==> src/rtl/fibonacci_seq_gen_if.sv <==
// Handshake bundle for fibonacci_seq_gen: start/seed request side
// and valid/ready term stream with status flags.
interface fibonacci_seq_gen_if #(
    parameter int WIDTH = 32,
    parameter int CNT_W = 8
);
    logic             start;
    logic [WIDTH-1:0] seed0;
    logic [WIDTH-1:0] seed1;
    logic [CNT_W-1:0] num_terms;
    logic [WIDTH-1:0] fib;
    logic             valid;
    logic             ready;
    logic             busy;
    logic             done;
    logic             overflow;

    modport master (
        output start, seed0, seed1, num_terms, ready,
        input  fib, valid, busy, done, overflow
    );

    modport slave (
        input  start, seed0, seed1, num_terms, ready,
        output fib, valid, busy, done, overflow
    );
endinterface

==> src/rtl/fibonacci_seq_gen.sv <==
// Fibonacci term generator with valid/ready output stream.
// Define FIB_SATURATE_EN to clamp overflowed terms to all-ones.
module fibonacci_seq_gen #(
    parameter int WIDTH = 32,
    parameter int CNT_W = 8
) (
    input  logic              clk,
    input  logic              rst,
    fibonacci_seq_gen_if.slave bus
);
    typedef enum logic [1:0] {IDLE, RUN, DONE} state_t;

    state_t           state;
    logic [WIDTH-1:0] cur;
    logic [WIDTH-1:0] nxt;
    logic             tag_cur;
    logic             tag_nxt;
    logic [CNT_W-1:0] cnt;
    logic [CNT_W-1:0] n_lat;
    logic             valid_q;
    logic             busy_q;
    logic             done_q;
    logic             ovf_q;

    logic [WIDTH:0]   sum;
    logic             tag_sum;
    logic [WIDTH-1:0] sum_term;
    logic             hs;
    logic             last;

    assign sum     = {1'b0, cur} + {1'b0, nxt};
    assign tag_sum = sum[WIDTH] | tag_cur | tag_nxt;

`ifdef FIB_SATURATE_EN
    assign sum_term = tag_sum ? {WIDTH{1'b1}} : sum[WIDTH-1:0];
`else
    assign sum_term = sum[WIDTH-1:0];
`endif

    assign hs   = valid_q & bus.ready;
    assign last = (cnt == n_lat - CNT_W'(1));

    always_ff @(posedge clk) begin
        if (!rst) begin
            state   <= IDLE;
            cur     <= '0;
            nxt     <= '0;
            tag_cur <= 1'b0;
            tag_nxt <= 1'b0;
            cnt     <= '0;
            n_lat   <= '0;
            valid_q <= 1'b0;
            busy_q  <= 1'b0;
            done_q  <= 1'b0;
            ovf_q   <= 1'b0;
        end else begin
            unique case (state)
                IDLE, DONE: begin
                    if (bus.start) begin
                        n_lat <= bus.num_terms;
                        cnt   <= '0;
                        ovf_q <= 1'b0;
                        if (bus.num_terms == '0) begin
                            // nothing to emit: fib keeps its old value
                            state   <= DONE;
                            valid_q <= 1'b0;
                            busy_q  <= 1'b0;
                            done_q  <= 1'b1;
                        end else begin
                            state   <= RUN;
                            cur     <= bus.seed0;
                            nxt     <= bus.seed1;
                            tag_cur <= 1'b0;
                            tag_nxt <= 1'b0;
                            valid_q <= 1'b1;
                            busy_q  <= 1'b1;
                            done_q  <= 1'b0;
                        end
                    end
                end
                RUN: begin
                    if (hs) begin
                        if (tag_cur) ovf_q <= 1'b1;
                        if (last) begin
                            state   <= DONE;
                            valid_q <= 1'b0;
                            busy_q  <= 1'b0;
                            done_q  <= 1'b1;
                        end else begin
                            cur     <= nxt;
                            tag_cur <= tag_nxt;
                            nxt     <= sum_term;
                            tag_nxt <= tag_sum;
                            cnt     <= cnt + CNT_W'(1);
                        end
                    end
                end
                default: state <= IDLE;
            endcase
        end
    end

    assign bus.fib      = cur;
    assign bus.valid    = valid_q;
    assign bus.busy     = busy_q;
    assign bus.done     = done_q;
    assign bus.overflow = ovf_q;
endmodule
==> src/flat_wrapper.sv <==
// flat-port wrapper written by rule: the top's interface ports become plain ports
module fibonacci_seq_gen_flat 
#(
    parameter int WIDTH = 32,
    parameter int CNT_W = 8
)
  (clk, rst, bus_start, bus_seed0, bus_seed1, bus_num_terms, bus_ready, bus_fib, bus_valid, bus_busy, bus_done, bus_overflow);
  fibonacci_seq_gen_if #(.WIDTH(WIDTH), .CNT_W(CNT_W)) bus_i ();
  input  logic clk;
  input  logic rst;
  input wire logic [$bits(bus_i.start)-1:0] bus_start;
  input wire logic [$bits(bus_i.seed0)-1:0] bus_seed0;
  input wire logic [$bits(bus_i.seed1)-1:0] bus_seed1;
  input wire logic [$bits(bus_i.num_terms)-1:0] bus_num_terms;
  input wire logic [$bits(bus_i.ready)-1:0] bus_ready;
  output wire logic [$bits(bus_i.fib)-1:0] bus_fib;
  output wire logic [$bits(bus_i.valid)-1:0] bus_valid;
  output wire logic [$bits(bus_i.busy)-1:0] bus_busy;
  output wire logic [$bits(bus_i.done)-1:0] bus_done;
  output wire logic [$bits(bus_i.overflow)-1:0] bus_overflow;
  assign bus_i.start = bus_start;
  assign bus_i.seed0 = bus_seed0;
  assign bus_i.seed1 = bus_seed1;
  assign bus_i.num_terms = bus_num_terms;
  assign bus_i.ready = bus_ready;
  assign bus_fib = bus_i.fib;
  assign bus_valid = bus_i.valid;
  assign bus_busy = bus_i.busy;
  assign bus_done = bus_i.done;
  assign bus_overflow = bus_i.overflow;
  fibonacci_seq_gen #(.WIDTH(WIDTH), .CNT_W(CNT_W)) u_core (.clk(clk), .rst(rst), .bus(bus_i));
endmodule
==> config.mk <==
export PLATFORM = sky130hd
export DESIGN_NAME = fibonacci_seq_gen_flat
export DESIGN_NICKNAME = d
export VERILOG_FILES = /design/src/rtl/fibonacci_seq_gen_if.sv /design/src/rtl/fibonacci_seq_gen.sv /design/src/flat_wrapper.sv
export SDC_FILE = /design/constraint.sdc
export NUM_CORES = 1
export LEC_CHECK = 0
export ABC_AREA = 1
export CORE_UTILIZATION = 45
export CTS_CLUSTER_DIAMETER = 80
export DETAILED_ROUTE_END_ITERATION = 10
export GPL_ROUTABILITY_DRIVEN = 0
export PLACE_DENSITY = 0.81
export SYNTH_ARGS = -nofsm -noshare
export SYNTH_HDL_FRONTEND = slang
export SYNTH_SLANG_ARGS = --single-unit
==> constraint.sdc <==
create_clock -name clk -period 3.3 [get_ports clk]
set_input_delay 0.33 -clock clk [delete_from_list [all_inputs] [get_ports clk]]
set_output_delay 0.33 -clock clk [all_outputs]
set_load 0.005 [all_outputs]
* Word-level counts from Yosys, hierarchy flattened
Index checks and enable logic that the tools add are counted.
** Word-level totals
- Input port bits :: 76
- Word-level logic and storage cells :: 76
- Output and inout bits :: 36
- Bits in registers :: 87
** Cells by class
- Reduce and logical (&&, ||, !) cells :: 10
- Equal/unequal tests :: 9
- $add $sub $neg :: 3
- Muxes and demuxes :: 41
- Bitwise operators :: 3
** Operator list (number)
- two-way mux 32 bit :: 8
- one-hot mux 32 bit (2 select lines) :: 2
- adder 32 x 32 -> 33 bit :: 1
- two-way mux 8 bit :: 3
- two-way mux 1 bit :: 17
- one-hot mux 8 bit (2 select lines) :: 1
- AND reduction 4 bit :: 3
- one-hot mux 1 bit (2 select lines) :: 5
- adder 8 x 1 -> 8 bit, second input constant :: 1
- equality test 8 bit :: 1
- logical NOT 8 bit :: 1
- two-way mux 2 bit :: 4
- subtractor 8 x 1 -> 8 bit, second input constant :: 1
- != test 2 x 1 -> 1 bit, second input constant :: 3
- != test 2 bit, second input constant :: 3
- AND reduction 5 bit :: 1
- one-hot mux 2 bit (2 select lines) :: 1
- AND reduction 3 bit :: 1
- equality test 2 x 1 -> 1 bit, second input constant :: 1
- equality test 2 bit, second input constant :: 1
- logical NOT 2 bit :: 1
- OR 1 bit :: 2
- AND reduction 2 bit :: 1
- nonzero test 2 bit :: 1
- 2 further kinds :: 2

* Logic depth before layout (Yosys ltp)
Gate-level depths: netlist (run 1).
- Depth in word-level cells :: 6
- Gate-level depth with buffers :: 17
- Depth with buffers taken out :: 17

* Worst setup path after synthesis (run 1)
Ideal clock, no wire load.
- Path kind :: reg2reg
- From :: register u_core.n_lat[0]
- To :: register u_core.nxt[22]
- Period minus slack after synthesis :: 1.905 ns
- Path slack :: 1.395 ns
- Path buffers :: 2
- Data arrival time :: 1.791 ns
- Required time :: 3.185 ns
- Cell stages (with the launch flop) :: 15
- Setup time :: 0.115 ns
- Cells stage by stage :: dfxtp_1 > inv_2 > ha_1 > xor2_1 > nand2_1 > nor2_1 > nand2_1 > nor2_2 > nand3_2 > nand2_4 > nand2_4 > buf_6 > buf_6 > o21ai_1 > nor2_1
** On the way
- Cells in the longest elaborated chain, start to end :: 4
** RTL lines
- from (decl) :: RTL line fibonacci_seq_gen.sv:19 : logic [CNT_W-1:0] n_lat;
- from (signal assigned) :: RTL line fibonacci_seq_gen.sv:60 : n_lat <= bus.num_terms;
- subtractor 8 x 1 -> 8 bit :: RTL line fibonacci_seq_gen.sv:41 : assign last = (cnt == n_lat - CNT_W'(1));
- equality test 8 bit :: RTL line fibonacci_seq_gen.sv:41
- != test 2 bit (no line)
- AND reduction 5 bit (no line)
- to (signal assigned) :: RTL line fibonacci_seq_gen.sv:72 : nxt <= bus.seed1;
- to (signal assigned) :: RTL line fibonacci_seq_gen.sv:92 : nxt <= sum_term;
- to (decl) :: RTL line fibonacci_seq_gen.sv:15 : logic [WIDTH-1:0] nxt;
Every way passes these cells.
A chain may end at the register's enable or synchronous reset.

* Worst setup path after layout (run 1)
- From :: register u_core.n_lat[1]
- To :: register u_core.cur[15] (netlist: u_core.bus.fib[15])
** On the way
- Cells in the longest elaborated chain, start to end :: 4
** RTL lines
- subtractor 8 x 1 -> 8 bit :: RTL line fibonacci_seq_gen.sv:41
- equality test 8 bit :: RTL line fibonacci_seq_gen.sv:41
- != test 2 bit (no line)
- AND reduction 5 bit (no line)
- to (signal assigned) :: RTL line fibonacci_seq_gen.sv:71 : cur <= bus.seed0;
- to (signal assigned) :: RTL line fibonacci_seq_gen.sv:90 : cur <= nxt;
- to (decl) :: RTL line fibonacci_seq_gen.sv:14 : logic [WIDTH-1:0] cur;
Every way passes these cells.

==> results of run 1 <==
tightest hold or removal path, cell delays in order (launching register included):
cell and delay (ps):
dfxtp_1 310, inv_1 50, a21oi_1 50
power breakdown:
| group | total [mW] | internal, mW | switching, mW |
|---|---|---|---|
| logic | 0.944 | 0.402 | 0.542 |
| registers | 1.22 | 1.14 | 0.0762 |
| clock network | 1.00 | 0.541 | 0.463 |
| total | 3.17 | 2.08 | 1.08 |
cells by family after synthesis:
kind of cell	Yosys count	share of synthesized area (%)
DFF	87	26.5
and+or+nand+nor	711	43.8
xor gates and xnor gates	13	1.74
buffers and inverters	174	10.5
adders and majority gates	35	6.79
AOI/OAI and AO/OA	136	10.6
cells in the final DEF (no fill, tap or decap), types with 9 or more instances in the layout:
cell type | Yosys | final
inv_1 | 132 | 131
a21oi_1 | 50 | 50
xor2_1 | 12 | 12
o21ai_0 | 77 | 77
clkdlybuf4s50_1 | 0 | 110
or2_2 | 11 | 11
nand2_1 | 418 | 418
nor2_1 | 182 | 182
nand3_1 | 68 | 68
clkbuf_16 | 0 | 9
dfxtp_1 | 87 | 87
ha_1 | 34 | 34
registers in the layout, indices dropped and copies added, names as in the netlist:
signal	cells
u_core.cnt	8
u_core.bus.busy	1
u_core.bus.done	1
u_core.bus.overflow	1
u_core.tag_cur	1
u_core.tag_nxt	1
u_core.state	2
u_core.bus.fib	32
u_core.nxt	32
u_core.n_lat	8
stage by stage:
| step | setup slack, ps | cells |
|---|---|---|
| finish | 682 | 1428 |
| global route | 411 | 1428 |
| CTS | 677 | 1428 |
| detailed placement | 696 | 1412 |
| global placement | 753 | 1412 |
| floorplan | 1390 | 1156 |
synth_stat cells (3+ instances only):
| cell | instances | area share, % |
|---|---|---|
| a21oi_1 | 50 | 3.8 |
| nand4_1 | 4 | 0.38 |
| o21ai_0 | 77 | 5.9 |
| nor4_1 | 4 | 0.38 |
| clkbuf_1 | 27 | 1.5 |
| xor2_1 | 12 | 1.6 |
| nor3_1 | 8 | 0.61 |
| inv_1 | 132 | 7.6 |
| nor2_2 | 3 | 0.29 |
| nand2_1 | 418 | 24 |
| dfxtp_1 | 87 | 27 |
| nand3b_1 | 7 | 0.80 |
| buf_2 | 3 | 0.23 |
| ha_1 | 34 | 6.5 |
| o21bai_1 | 3 | 0.34 |
| or2_2 | 11 | 1.0 |
| nand3_1 | 68 | 5.2 |
| nor2_1 | 182 | 10 |
| o21ai_1 | 3 | 0.23 |
| buf_4 | 4 | 0.46 |
routing by layer:
layer	track usage [%]	share of wire [%]
met1	31.9	47
met2	40.8	45
met3	5.07	6.1
met4	7.16	1.5
met5	0	0
path summary, 6_finish.rpt:
path | start | endpoint | slack [ps]
worst max-delay path | u_core.n_lat[1] | u_core.bus.fib[15] | 680
worst min-delay path | u_core.tag_nxt | u_core.tag_nxt | 450
worst max register to register | u_core.n_lat[1] | u_core.bus.fib[15] | 680
worst min register to register | u_core.tag_nxt | u_core.tag_nxt | 450
layout make-up:
cell class | instances | area [um^2] | area share [%]
well taps | 180 | 225 | 2.80
flip-flops and latches | 87 | 1740 | 21.7
inverters | 135 | 508 | 6.32
multi-input cells | 895 | 4130 | 51.4
repair buffers | 115 | 1140 | 14.1
clock buffers | 10 | 239 | 2.97
clock inverters | 6 | 52.6 | 0.654
==> results.cfg, run 1 <==
[status]
status = complete, no violations

[cells_and_area]
fin_area_um2 = 8040
num_antenna_cells = 0
nNetsFinal = 1354
fill_cells = 1389
utilization_pct = 57.2
final_layout_size_suffix_gt1_share_pct = 3.53
syn2layout_area_growth_pct = 22.5

[critical_path]
cp-start-kind = register
path_cells = inv_1 -> ha_1 -> nand2_2 -> nor2_2 -> nand3_1 -> nor2_1 -> nor2_1 -> nand3_2 -> nand2_4 -> nand2_4 -> clkinv_2 -> nor2_1 -> nor2_1
critical_path_class = reg2reg
cp_slowest_cell = clkinv_2
cp_top_family = simple AND/OR/NAND/NOR gates
cpMostUsedCell = nor2_1
rr_worst_depth = 13
crit_required_ps = 3540
critPathMaxStageDelay_ps = 620
path_max_fanout = 62
worstSetupPathDepth = 13
critPathArrivalTime_ps = 2850
endpoint_kind = register
path_buf_inv = 2

[grt]
globalRoute.totalOverflow = 0
antenna_found_initial = 0
grt_pass1_vias = 6623
grt_use_total_pct = 24.6
grt_pass1_wl_um = 29600
grt_max_degree = 73

[clocking]
tritoncts = built
cts.repair.resized = 0
clk_pin_slew_ps = 70
cts.sinks = 87
cts.htree.levels = 3
cts_setup_buffers = 0
worstSkewPairLatency_ps = 360
hold_buffers = 0
clockBufferDepth = 2
cts-buffers-inserted = 9
root_buffer = clkbuf_16

[detailed_routing]
first_iter_violations = 655
post-route-drc-count = 0
routed_wl_um = 17400
routed_via_density = 4.98
drtPass1Iterations = 6
dr_total_vias = 7115
avgRoutedWirePerCell_um = 12.2
detail-route-antenna-nets = 0

[place]
post-dp-hpwl_um = 12500
port-buffer-count = 111
placed_area_um2 = 7740

[synthesis]
synth_cell_type_count = 34
synth_edf_count = 0
synthArstFlopShare_pct = 0
syn_area_per_cell_um2 = 5.67
synth_cells = 1156
yosysWarnings = 0
syn_nets = 1267
ys_seq_area_share_pct = 26.5
synth-seq-cells = 87
ys.flop_type = dfxtp_1
netlist_area_um2 = 6560

[worst_hold_path]
hold_path_class = reg2reg
hold_depth = 2

[sta]
layout_min_cycle_time_ps = 2620
worst_pin_slew_ps = 877
finalSetupViolCount = 0
post-route-period-util_pct = 79.3
final.setup.tns_ps = 0
maxClockFrequency_ghz = 0.382
hold_viol_final = 0
fin_hold_ws_ps = 452
finalClockSkew_ps = 11.7
maxSlewViolCount = 0
slew_headroom_pct = 41.5
rsz0062_at_grt = false

[power]
p_per_area_nw_per_um2 = 394
ir_worst_vdd_v = 0.000277
power.leakage_nw = 4.12
total_power_mw = 3.17

[floorplan]
rows = 43
die_y_um = 123
initial_core_util_pct = 46.7
io_pins = 112
die_x_um = 123
core-area_um2 = 14000
die-area_um2 = 15100

[run]
drv_cap = 0
Note: power is estimated with default switching activity, not from simulation.
==> run 2, diff against run 1 <==
==> constraint.sdc (replaced) <==
create_clock -name clk -period 2.6 [get_ports clk]
set_input_delay 0.26 -clock clk [delete_from_list [all_inputs] [get_ports clk]]
set_output_delay 0.26 -clock clk [all_outputs]
set_load 0.005 [all_outputs]
==> results.cfg, run 2 (synthesis gave the netlist of run 1 again) <==
[status]
status = complete, no violations

[clocking]
cts.sinks = 87
clockBufferDepth = 2
cts.htree.levels = 3
cts.repair.resized = 0
clk_pin_slew_ps = 70
cts-buffers-inserted = 9
tritoncts = built
cts_setup_buffers = 0
root_buffer = clkbuf_16
worstSkewPairLatency_ps = 350
hold_buffers = 0

[cells_and_area]
syn2layout_area_growth_pct = 22.9
fill_cells = 1388
utilization_pct = 57.4
final_layout_size_suffix_gt1_share_pct = 3.68
layout_common_cells = nand2_1, nor2_1, inv_1, clkdlybuf4s50_1, dfxtp_1
multiInputGateArea_um2 = 4130
final_common_cell = nand2_1
num_antenna_cells = 0
seq_area_um2 = 1740
nNetsFinal = 1356

[critical_path]
rr_worst_depth = 15
critPathArrivalTime_ps = 2600
r2r_setup_slack_ps = 250
cp-start-kind = register
path_max_fanout = 4
worst_setup_path_startpoint = u_core.nxt[0]
endpoint_kind = register
critical_path_class = reg2reg
endpoint = u_core.nxt[20]
reg2reg_from = u_core.nxt[0]
rr_endpoint = u_core.nxt[20]
crit_required_ps = 2850

[grt]
globalRoute.totalOverflow = 0
antenna_found_initial = 0
grt_pass1_vias = 6678
grt_pass1_wl_um = 29800
grt_use_total_pct = 24.7
grt_max_degree = 73

[sta]
finalSetupViolCount = 0
slew_headroom_pct = 52.8
finalClockSkew_ps = 8.24
rsz0062_at_grt = false
layout_min_cycle_time_ps = 2350
final.setup.tns_ps = 0
maxClockFrequency_ghz = 0.425
maxSlewViolCount = 0
post-route-period-util_pct = 90.5
hold_viol_final = 0
worst_pin_slew_ps = 707

[place]
post-dp-hpwl_um = 13200
port-buffer-count = 111

[power]
pwr-share-clk_pct = 30.7
power.leakage_nw = 4.13
ir_worst_vdd_v = 0.000364
p_sw_share_pct = 34.3
p_sw_mw = 1.36
p_seq_share_pct = 38.9
pwr-share-comb_pct = 30.4
p_per_area_nw_per_um2 = 494
intPower_mw = 2.62

[detailed_routing]
detail-route-antenna-nets = 0
drtPass1Iterations = 5
post-route-drc-count = 0
routed_via_density = 5.07
first_iter_violations = 511
routed_wl_um = 17900
avgRoutedWirePerCell_um = 12.5
dr_total_vias = 7252

[run]
drv_cap = 0

[worst_hold_path]
hold_path_class = in2reg

[floorplan]
initial_core_util_pct = 46.7
io_pins = 112
die-area_um2 = 15100
core-area_um2 = 14000
die_x_um = 123
die_y_um = 123
rows = 43
-- run 2: cell count changes in the layout (fill, tap and decap cells not counted) --
cell        change
inv_4           +1
buf_4           -1
clkinv_2        +2
clkbuf_8        -1
clkinvlp_4      +2
buf_6           +1
clkinv_4        -4
buf_12          +2
-- run 2: area by class of cell --
cell class | count | area share, %
well taps | 180 | 2.79
repair buffers | 117 | 14.6
multi-input cells | 895 | 51.3
clock inverters | 7 | 0.590
inverters | 135 | 6.32
flip-flops and latches | 87 | 21.6
clock buffers | 9 | 2.79
-- run 2: worst max-delay path: stages, from the launching register on --
cell and delay, ps:
dfxtp_1 360, ha_1 220, inv_1 70, fa_1 400, inv_1 110, nand3_1 80
nand3_1 160, nand3_1 100, nand3_1 180, nand2_1 100, nand2_1 70, nand2_1 40
nand3_1 70, nand2_1 70, nor2_1 160, nor2_1 50
-- run 2: routing by layer --
metal	track usage, %	part of all wire, %	routed length [um]	up-vias
met3	4.37	6.3	1130	35
met5	0	0	0	-
met1	32.6	46	8310	3212
met2	39.5	45	8000	236
li1	-	-	-	3769
met4	10.4	2.6	458	0
-- run 2: how the worst min path moves through the flow --
stage	start	to	slack, ps	depth (start not counted)
after floorplan	bus_num_terms[7]	u_core.n_lat[7]	390	2
after global placement	u_core.bus.done	u_core.bus.done	440	2
after detailed placement	u_core.bus.done	u_core.bus.done	470	2
after CTS	rst	u_core.cnt[7]	430	3
after global routing	rst	u_core.nxt[30]	460	3
final	rst	u_core.cnt[1]	440	3
-- run 2: stage by stage --
stage	setup WS (ps)	instances	total power [mW]	hold slack (ps)	instance area [um^2]
after global routing	11.4	1430	4.23	461	8060
after CTS	215	1430	4.00	427	8060
final	247	1430	3.98	442	8060
after global placement	272	1414	2.75	439	7780
after detailed placement	273	1414	2.77	472	7780
after floorplan	695	1156	2.35	395	6560
-- run 2: power by group through the flow --
stage | Combinational [mW] | Sequential, mW | Clock [mW]
finish | 1.21 | 1.55 | 1.22
floorplan | 0.799 | 1.55 | 0
CTS | 1.21 | 1.55 | 1.25
detailed placement | 1.20 | 1.57 | 0
global route | 1.38 | 1.56 | 1.29
global placement | 1.18 | 1.57 | 0
==> run 3, diff against run 2 <==
--- a/config.mk
+++ b/config.mk
@@ -6,11 +6,11 @@
 export NUM_CORES = 1
 export LEC_CHECK = 0
 export ABC_AREA = 1
-export CORE_UTILIZATION = 45
+export CORE_UTILIZATION = 54
 export CTS_CLUSTER_DIAMETER = 80
 export DETAILED_ROUTE_END_ITERATION = 10
 export GPL_ROUTABILITY_DRIVEN = 0
-export PLACE_DENSITY = 0.81
+export PLACE_DENSITY = 0.92
 export SYNTH_ARGS = -nofsm -noshare
 export SYNTH_HDL_FRONTEND = slang
 export SYNTH_SLANG_ARGS = --single-unit
==> results.cfg, run 3 (synthesis gave the netlist of run 1 again) <==
[power]
power.leakage_nw = 4.14
p_per_area_nw_per_um2 = 517
pwr-share-clk_pct = 33.3
ir_worst_vdd_v = 0.000260
p_seq_share_pct = 37.2
p_sw_mw = 1.41
intPower_mw = 2.75
pwr-share-comb_pct = 29.5
p_sw_share_pct = 33.8

[critical_path]
reg2reg_from = u_core.bus.fib[0]
rr_endpoint = u_core.nxt[28]
endpoint_kind = register
cp-start-kind = register
path_max_fanout = 4
critical_path_class = reg2reg
crit_required_ps = 2830
critPathMaxStageDelay_ps = 390
cp_slowest_cell = fa_1
r2r_setup_slack_ps = 320
cp_top_family = simple AND/OR/NAND/NOR gates
path_cells = ha_1 -> inv_1 -> fa_1 -> inv_1 -> nand3_1 -> nand3_1 -> nand3_1 -> nand3_1 -> nand2_1 -> nand3_1 -> nand3_1 -> nand3_1 -> a21oi_1
path_buf_inv = 2
cpMostUsedCell = nand3_1
critPathArrivalTime_ps = 2500
rr_worst_depth = 13

[cells_and_area]
seq_area_um2 = 1740
nNetsFinal = 1357
final_common_cell = nand2_1
num_antenna_cells = 0
syn2layout_area_growth_pct = 22.5
final_layout_size_suffix_gt1_share_pct = 3.76
fill_cells = 1050
layout_common_cells = nand2_1, nor2_1, inv_1, clkdlybuf4s50_1, dfxtp_1
multiInputGateArea_um2 = 4130

[sta]
maxClockFrequency_ghz = 0.439
worst_slack_ps = 322
layout_min_cycle_time_ps = 2280
post-route-period-util_pct = 87.6
rsz0062_at_grt = false
worst_pin_slew_ps = 700
fin_hold_ws_ps = 416
final.setup.tns_ps = 0
finalClockSkew_ps = 9.26
finalSetupViolCount = 0
hold_viol_final = 0
maxSlewViolCount = 0
slew_headroom_pct = 53.3

[run]
drv_cap = 0

[floorplan]
die_y_um = 112
die-area_um2 = 12600
initial_core_util_pct = 56.5
die_x_um = 112
rows = 39
io_pins = 112
core-area_um2 = 11600

[grt]
grt_use_total_pct = 29.6
globalRoute.totalOverflow = 0
grt_max_degree = 73
grt_pass1_wl_um = 30400
grt_pass1_vias = 6781
antenna_found_initial = 0

[clocking]
clockBufferDepth = 2
cts.repair.resized = 0
cts.htree.levels = 3
cts-buffers-inserted = 9
worstSkewPairLatency_ps = 360
cts.sinks = 87
root_buffer = clkbuf_16
clk_pin_slew_ps = 70
tritoncts = built
cts_setup_buffers = 0
hold_buffers = 0

[detailed_routing]
first_iter_violations = 720
routed_via_density = 5.25
drtPass1Iterations = 10
post-route-drc-count = 8
dr_total_vias = 7319
routed_wl_um = 18100
avgRoutedWirePerCell_um = 13.0
detail-route-antenna-nets = 0

[place]
port-buffer-count = 111
post-place-ws_ps = 389
post-dp-hpwl_um = 13200

[status]
status = complete, but fails checks
violations = DRC

[worst_hold_path]
hold_end = u_core.cnt[1]
hold_depth = 3
hold_path_class = in2reg
min_from = rst
[run 3: cell types whose count changed in the layout (fill, tap and decap cells not counted), moves of 2 or more]
cell / before / now
buf_12: 2 / 0
clkinv_2: 3 / 1
clkinv_4: 0 / 2
inv_6: 2 / 0
inv_8: 0 / 2
buf_4: 3 / 7
[run 3: area by class of cell]
cell class	instances	share of cell area, %
Sequential cell	87	21.7
Clock inverter	6	0.965
Inverter	135	6.32
Multi-Input combinational cell	895	51.4
Tap cell	143	2.23
Timing Repair Buffer	118	14.4
Clock buffer	10	2.97
[run 3: metal layers]
metal | track usage, % | share of wire (%)
met1 | 38.0 | 45
met2 | 49.6 | 45
met3 | 4.64 | 7.6
met4 | 11.9 | 2.5
met5 | 0 | 0
[run 3: power groups by stage]
stage               sequential (mW)  combinational (mW)  clock [mW]
floorplan                      1.55               0.799           0
global placement               1.57                1.18           0
detailed placement             1.57                1.20           0
CTS                            1.54                1.21        1.39
global route                   1.56                1.38        1.45
finish                         1.55                1.23        1.39
[run 3: worst max path at each step]
stage	startpoint	to	slack [ps]	depth (start not counted)
after floorplan	u_core.n_lat[0]	u_core.nxt[22]	690	14
after global placement	u_core.bus.fib[0]	u_core.nxt[28]	450	13
after detailed placement	u_core.bus.fib[0]	u_core.nxt[28]	390	13
after CTS	u_core.bus.fib[0]	u_core.nxt[28]	360	13
after global routing	u_core.bus.fib[0]	u_core.tag_nxt	120	14
final	u_core.bus.fib[0]	u_core.nxt[28]	320	13
[run 3: tightest hold or removal path, cell delays in order]
cell     delay (ps)
buf_2            90
inv_1           210
a21oi_1         180
[run 3: through the flow]
stage	power [mW]	utilization, %	std cells	area [um^2]
floorplan	2.35	-	1156	6560
global placement	2.74	66.5	1378	7720
detailed placement	2.77	66.5	1378	7720
CTS	4.15	69.2	1394	8040
global route	4.38	69.2	1394	8040
finish	4.16	69.2	1394	8040
